--- config.mk ---
export PLATFORM = sky130hd
export DESIGN_NAME = spi_slave_stream_bridge
export DESIGN_NICKNAME = d
export VERILOG_FILES = /design/src/rtl/spi_bridge_pkg.sv /design/src/rtl/spi_bridge_rx_fifo.sv /design/src/rtl/spi_slave_stream_bridge.sv
export SDC_FILE = /design/constraint.sdc
export NUM_CORES = 1
export LEC_CHECK = 0
export ABC_AREA = 1
export CAP_MARGIN = 20
export CELL_PAD_IN_SITES_DETAIL_PLACEMENT = 1
export CELL_PAD_IN_SITES_GLOBAL_PLACEMENT = 1
export CORE_ASPECT_RATIO = 1.5
export CORE_MARGIN = 8
export CORE_UTILIZATION = 33
export DETAILED_ROUTE_END_ITERATION = 10
export DONT_BUFFER_PORTS = 1
export HOLD_SLACK_MARGIN = 0.06
export PLACE_DENSITY = 0.68
export SETUP_SLACK_MARGIN = 0.02
export SYNTH_ARGS = -nofsm -noshare
export SYNTH_HDL_FRONTEND = slang
export SYNTH_SLANG_ARGS = --single-unit
--- constraint.sdc ---
create_clock -name clk -period 3 [get_ports clk]
set_input_delay 0 -clock clk [delete_from_list [all_inputs] [get_ports clk]]
set_output_delay 0 -clock clk [all_outputs]
set_load 0.05 [all_outputs]
--- src/rtl/spi_bridge_pkg.sv ---
// Shared definitions for the spi_0 register-port bridge.
//   state_e    : bus-master FSM states
//   ADDR_*     : spi_0 register addresses used (or deliberately avoided)
//   ACCESS_LEN : cycles per bus access (address/strobe/data held constant)
//   rx_entry_t : RX FIFO word, EOP flag alongside the received data
package spi_bridge_pkg;

    typedef enum logic [2:0] {
        ST_INIT0,
        ST_INIT1,
        ST_IDLE,
        ST_RD0,
        ST_RD1,
        ST_WR0,
        ST_WR1
    } state_e;

    localparam logic [2:0] ADDR_RXDATA  = 3'd0;
    localparam logic [2:0] ADDR_TXDATA  = 3'd1;
    localparam logic [2:0] ADDR_STATUS  = 3'd2;
    localparam logic [2:0] ADDR_CONTROL = 3'd3;
    localparam logic [2:0] ADDR_EOPVAL  = 3'd6;

    localparam int unsigned ACCESS_LEN = 2;

    typedef struct packed {
        logic        eop;
        logic [31:0] data;
    } rx_entry_t;

endpackage

--- src/rtl/spi_bridge_rx_fifo.sv ---
// Synchronous FIFO for received words (default 33 bits: EOP flag + data).
//   clk, reset_n : clock and asynchronous active-low reset (empties the FIFO)
//   push, push_data : write request and word
//   pop          : read request (ignored while empty)
//   head_data    : word at the read pointer
//   count        : occupancy, $clog2(DEPTH)+1 bits
//   full, empty  : occupancy flags
module spi_bridge_rx_fifo #(
    parameter int unsigned DEPTH = 4,
    parameter int unsigned WIDTH = 33
) (
    input  logic                     clk,
    input  logic                     reset_n,
    input  logic                     push,
    input  logic [WIDTH-1:0]         push_data,
    input  logic                     pop,
    output logic [WIDTH-1:0]         head_data,
    output logic [$clog2(DEPTH):0]   count,
    output logic                     full,
    output logic                     empty
);

    localparam int unsigned AW = $clog2(DEPTH);

    logic [WIDTH-1:0] mem_q [DEPTH];
    logic [AW-1:0]    wr_ptr_q, rd_ptr_q;
    logic [AW:0]      count_q;
    logic             do_push, do_pop;

    assign full      = (count_q == (AW+1)'(DEPTH));
    assign empty     = (count_q == '0);
    assign count     = count_q;
    assign head_data = mem_q[rd_ptr_q];

    // A pop frees the slot this cycle, so push-while-full is legal alongside it.
    assign do_pop  = pop & ~empty;
    assign do_push = push & (~full | do_pop);

    always_ff @(posedge clk or negedge reset_n) begin
        if (!reset_n) begin
            wr_ptr_q <= '0;
            rd_ptr_q <= '0;
            count_q  <= '0;
            for (int unsigned i = 0; i < DEPTH; i++) begin
                mem_q[i] <= '0;
            end
        end else begin
            if (do_push) begin
                mem_q[wr_ptr_q] <= push_data;
                wr_ptr_q        <= wr_ptr_q + 1'b1;
            end
            if (do_pop) begin
                rd_ptr_q <= rd_ptr_q + 1'b1;
            end
            case ({do_push, do_pop})
                2'b10:   count_q <= count_q + 1'b1;
                2'b01:   count_q <= count_q - 1'b1;
                default: count_q <= count_q;
            endcase
        end
    end

endmodule

--- src/rtl/spi_slave_stream_bridge.sv ---
// Autonomous bus master for the spi_0 slave register port.
// Programs EOP_VALUE into address 6 after reset, drains received words from
// address 0 into an RX FIFO (valid/ready stream with EOP flag) and writes
// words from the TX stream into address 1 when the slave is ready.
//   clk, reset_n                 : clock (shared with spi_0), async active-low reset
//   spi_select, mem_addr, read_n,
//   write_n, data_from_cpu       : registered bus outputs to spi_0
//   data_to_cpu, dataavailable,
//   readyfordata                 : spi_0 read data, RRDY, TRDY
//   rx_data, rx_eop, rx_valid,
//   rx_ready                     : RX stream out of the FIFO
//   tx_data, tx_valid, tx_ready  : TX stream in; tx_ready is a one-cycle accept
//   init_done                    : sticky, set once EOP_VALUE is programmed
module spi_slave_stream_bridge
    import spi_bridge_pkg::*;
#(
    parameter logic [31:0] EOP_VALUE = 32'h0000_00FF,
    parameter int unsigned RX_DEPTH  = 4
) (
    input  logic        clk,
    input  logic        reset_n,
    output logic        spi_select,
    output logic [2:0]  mem_addr,
    output logic        read_n,
    output logic        write_n,
    output logic [31:0] data_from_cpu,
    input  logic [31:0] data_to_cpu,
    input  logic        dataavailable,
    input  logic        readyfordata,
    output logic [31:0] rx_data,
    output logic        rx_eop,
    output logic        rx_valid,
    input  logic        rx_ready,
    input  logic [31:0] tx_data,
    input  logic        tx_valid,
    output logic        tx_ready,
    output logic        init_done
);

    localparam int unsigned CNT_W = $clog2(RX_DEPTH) + 1;

    state_e      state_q, state_d;
    logic        spi_select_q, spi_select_d;
    logic        read_n_q, read_n_d;
    logic        write_n_q, write_n_d;
    logic [2:0]  mem_addr_q, mem_addr_d;
    logic [31:0] data_q, data_d;
    logic        init_done_q, init_done_d;

    logic        tx_accept;
    logic        fifo_push;
    logic        fifo_full, fifo_empty;
    logic [CNT_W-1:0] fifo_count;
    rx_entry_t   fifo_in, fifo_head;
    logic        rd_go;

    assign rd_go = dataavailable & ~fifo_full;

    // Bus outputs are registered from the next-state decode so the strobes
    // line up with the state they belong to. INIT0 holds for one extra cycle
    // (until spi_select_q is up) so the EOP write still spans both init cycles
    // even though the output registers come out of reset idle.
    always_comb begin
        state_d      = state_q;
        spi_select_d = 1'b0;
        read_n_d     = 1'b1;
        write_n_d    = 1'b1;
        mem_addr_d   = mem_addr_q;
        data_d       = data_q;
        init_done_d  = init_done_q;
        tx_accept    = 1'b0;
        fifo_push    = 1'b0;

        case (state_q)
            ST_INIT0: state_d = spi_select_q ? ST_INIT1 : ST_INIT0;
            ST_INIT1: begin
                state_d     = ST_IDLE;
                init_done_d = 1'b1;
            end
            ST_IDLE: begin
                if (rd_go) begin
                    state_d = ST_RD0;
                end else if (readyfordata && tx_valid) begin
                    tx_accept = 1'b1;
                    data_d    = tx_data;
                    state_d   = ST_WR0;
                end
            end
            ST_RD0:  state_d = ST_RD1;
            ST_RD1: begin
                fifo_push = 1'b1;
                state_d   = ST_IDLE;
            end
            ST_WR0:  state_d = ST_WR1;
            ST_WR1:  state_d = ST_IDLE;
            default: state_d = ST_INIT0;
        endcase

        case (state_d)
            ST_INIT0, ST_INIT1: begin
                spi_select_d = 1'b1;
                write_n_d    = 1'b0;
                mem_addr_d   = ADDR_EOPVAL;
                data_d       = EOP_VALUE;
            end
            ST_RD0, ST_RD1: begin
                spi_select_d = 1'b1;
                read_n_d     = 1'b0;
                mem_addr_d   = ADDR_RXDATA;
            end
            ST_WR0, ST_WR1: begin
                spi_select_d = 1'b1;
                write_n_d    = 1'b0;
                mem_addr_d   = ADDR_TXDATA;
            end
            default: ;
        endcase
    end

    always_ff @(posedge clk or negedge reset_n) begin
        if (!reset_n) begin
            state_q      <= ST_INIT0;
            spi_select_q <= 1'b0;
            read_n_q     <= 1'b1;
            write_n_q    <= 1'b1;
            mem_addr_q   <= '0;
            data_q       <= '0;
            init_done_q  <= 1'b0;
        end else begin
            state_q      <= state_d;
            spi_select_q <= spi_select_d;
            read_n_q     <= read_n_d;
            write_n_q    <= write_n_d;
            mem_addr_q   <= mem_addr_d;
            data_q       <= data_d;
            init_done_q  <= init_done_d;
        end
    end

    // data_to_cpu is registered inside spi_0, so it is valid in RD1 after
    // address 0 was presented during RD0.
    assign fifo_in.eop  = (data_to_cpu == EOP_VALUE);
    assign fifo_in.data = data_to_cpu;

    spi_bridge_rx_fifo #(
        .DEPTH (RX_DEPTH),
        .WIDTH (33)
    ) u_rx_fifo (
        .clk       (clk),
        .reset_n   (reset_n),
        .push      (fifo_push),
        .push_data (fifo_in),
        .pop       (rx_valid & rx_ready),
        .head_data (fifo_head),
        .count     (fifo_count),
        .full      (fifo_full),
        .empty     (fifo_empty)
    );

    // The RD0-entry full check must be enough to keep the FIFO from overrunning.
    a_no_overflow: assert property (@(posedge clk) disable iff (!reset_n)
        fifo_count <= CNT_W'(RX_DEPTH));

    assign spi_select    = spi_select_q;
    assign read_n        = read_n_q;
    assign write_n       = write_n_q;
    assign mem_addr      = mem_addr_q;
    assign data_from_cpu = data_q;
    assign init_done     = init_done_q;
    assign tx_ready      = tx_accept;
    assign rx_valid      = ~fifo_empty;
    assign rx_data       = fifo_head.data;
    assign rx_eop        = fifo_head.eop & ~fifo_empty;

endmodule

==> flow_summary.json <==
{
  "syn_area_mm2": 0.00776,
  "crit_top_cell": "buf_4",
  "critical_path_arrival_ns": 2.20,
  "synth_edf_count": 0,
  "period_share_pct": 73.3,
  "ys_seq_area_share_pct": 58.1,
  "finalHoldViolations": 180,
  "synth-simple-area-share_pct": 16.8,
  "synth_fa_ha_area_share_pct": 1.06,
  "cts_resized": 0,
  "cts_tree": "done",
  "dp.cells": 1197,
  "fin_skew_ns": 0.0136,
  "synth_cell_types": 27,
  "drive_gt1_share_pct": 8.96,
  "async_flop_share_pct": 100,
  "synth_top_area_cell": "dfrtp_1",
  "holdBufCountCts": 69,
  "cts.sinks": 180,
  "required_ns": 3.00,
  "syn_inst": 893,
  "setup-tns-final_ns": 0,
  "slowest_delay_ns": 0.45,
  "cp_num_buf_inv": 3,
  "die_x_um": 141,
  "hold_ws_ns": -0.736,
  "grt_pass1_wl_mm": 37.8,
  "syn-num-nets": 969,
  "cts_root_buffer": "clkbuf_16",
  "synth_area_leaders": "dfrtp_1 57%, o21ai_0 13%, nand2_1 11%, nor2_1 4.1%, o22ai_1 2.6%",
  "synth-xor-area-share_pct": 0.451,
  "cp_max_fo": 18,
  "finalNonFillerCells": 1298,
  "synth_compound_area_share_pct": 18.0,
  "synth.most_common_cell": "nand2_1",
  "p_per_area_mw_per_mm2": 1320,
  "die_area_mm2": 0.0288,
  "h-tree-depth": 4,
  "clk_pin_slew_ns": 0.06,
  "port_buffers": 0,
  "wl_per_cell_um": 17.6,
  "gp_congestion": 0.721,
  "cts_inserted_buffers": 17,
  "ios": 144,
  "dp_hpwl_mm": 14.5,
  "grt_antenna_before_repair": 1,
  "crit_slowest_cell": "inv_1",
  "ir_worst_vdd_uv": 756,
  "violations": "hold timing",
  "slew_viol_final": 0,
  "synth_top_area_share_pct": 57.4,
  "cap_violations": 0,
  "ys_ff_latch": 180,
  "yosys-mux-area-fraction_pct": 0,
  "clockBufferDepth": 2,
  "fin_nets": 1046,
  "syn_to_final_growth_pct": 22.9,
  "reg2reg_depth": 9,
  "fp.dieH_um": 204,
  "hold_path_class": "in -> async",
  "tightest_slew_ns": 0.917,
  "max_freq_mhz": 454,
  "clock_latency_ns": 0.43,
  "viasPerCell": 4.97,
  "status": "finished, violations left",
  "synth_warnings": 0,
  "dr_total_vias": 6452,
  "rsz0062_at_grt": "no",
  "yosys_most_used_dff": "dfrtp_1",
  "final_core_util_pct": 41.4,
  "ys_top_cells_by_count": "221 x nand2_1, 199 x o21ai_0, 178 x dfrtp_1, 85 x nor2_1, 47 x inv_1",
  "core_mm2": 0.0231,
  "cts_setup_buffers": 0,
  "routed_wl_mm": 22.9,
  "finalCriticalPeriod_ns": 2.20,
  "leakagePower_nw": 4.46,
  "grt_max_degree": 181,
  "start_util_pct": 33.7,
  "ff2ff_setup_slack_ns": 0.85,
  "cp-start-kind": "flop",
  "globalRouteOverflowTotal": 0,
  "timing.rr.start": "state_q[0]",
  "ant_nets": 0,
  "cp_cell_sequence": "inv_1, buf_4, o21ai_0, o22ai_1, buf_4",
  "end_kind": "output pin",
  "slew_headroom_pct": 38.9,
  "fin_area_mm2": 0.00954,
  "grt_pass1_vias": 6975,
  "synth_top_family_by_area": "compound AO/OA/AOI/OAI gates",
  "rows": 68,
  "avgSynthCellArea_um2": 8.69,
  "critPathTopFamily": "buffers and inverters",
  "r2r-end": "data_from_cpu[30]",
  "dpl-instance-area_mm2": 0.00828,
  "initialDrtViolationCount": 285,
  "first_pass_iters": 4,
  "critical_path_class": "reg -> out",
  "grt_use_total_pct": 16.5,
  "drc": 0,
  "setup_viol_count_final": 0
}
-- cells by family (layout without fill, tap and decap cells) --
group	after synthesis	after routing
AND/OR/NAND/NOR	330	330
AO/OA/AOI/OAI	266	266
flip-flops	180	180
buffers and inverters	107	196
adder cells (fa/ha/maj)	6	6
XOR/XNOR	4	4
other	0	1
-- how the worst max path moves through the flow --
stage                     startpoint            endpoint  slack, ns  cells after the start
6_report       u_rx_fifo.rd_ptr_q[1]         rx_data[21]       0.80                      5
4_1_cts        u_rx_fifo.rd_ptr_q[0]              rx_eop       0.72                      5
3_3_place_gp      u_rx_fifo.count[0]  u_rx_fifo.count[2]       0.95                     11
3_5_place_dp              state_q[0]   data_from_cpu[19]       0.84                      8
5_1_grt                   state_q[0]   data_from_cpu[30]       0.61                      9
2_1_floorplan     u_rx_fifo.count[0]  u_rx_fifo.count[2]       0.89                     10
-- through the flow --
stage	hold WS, ns	worst slack (ns)	power (mW)
finish	-0.736	0.800	12.6
global placement	-0.284	0.951	10.3
detailed placement	-0.285	0.843	10.5
floorplan	-0.296	0.889	8.79
CTS	-0.751	0.721	12.8
global route	-0.759	0.614	13.5
-- final cells by class --
class	instances	area, um2
repair buffers	115	1060
inverters	50	188
flip-flops and latches	180	4510
clock inverters	7	72.6
clock buffers	24	492
fillers	2678	13500
well taps	315	394
diodes	1	2.50
multi-input cells	606	2820
-- worst reg2reg max path: stages, from the launching register on --
cell	delay, ns
dfrtp_1	0.46
inv_2	0.06
nand2_1	0.07
nand2_1	0.10
nand2_4	0.26
inv_2	0.19
a31oi_4	0.16
buf_4	0.50
nand2_1	0.16
o21ai_1	0.12
-- metal layers --
layer	share of wire (%)	GRT usage, %
met5	0	0
met4	1.4	5.47
met3	7.1	5.70
met2	50	28.0
met1	41	19.0
-- sequential cells by signal, summed over array words and instances (netlist names) --
name	count
u_rx_fifo.rd_ptr_q	2
read_n	1
init_done	1
spi_select	1
state_q	3
u_rx_fifo.wr_ptr_q	2
u_rx_fifo.count	3
data_from_cpu	32
mem_addr	2
u_rx_fifo.mem_q	132
write_n	1
-- report_power, final --
part | leakage (nW) | switching (mW) | internal (mW)
Combinational | 1.87 | 3.84 | 1.70
Clock | 0.273 | 0.933 | 1.23
Sequential | 2.31 | 1.43 | 3.48
Total | 4.46 | 6.21 | 6.41
-- cells in the final DEF, fill, tap and decap left out, types with 5 or more instances in the layout --
cell / Yosys / routed
ha_1: 5 / 5
clkbuf_16: 0 / 17
nand3_1: 5 / 5
inv_1: 47 / 46
nor2_1: 85 / 85
nand4_1: 7 / 7
dlygate4sd3_1: 0 / 69
o21ai_1: 30 / 30
nand2_1: 221 / 217
o21ai_0: 199 / 199
o22ai_1: 32 / 32
dfrtp_1: 178 / 177
buf_4: 4 / 44
Note: power is estimated with default switching activity, not from simulation.
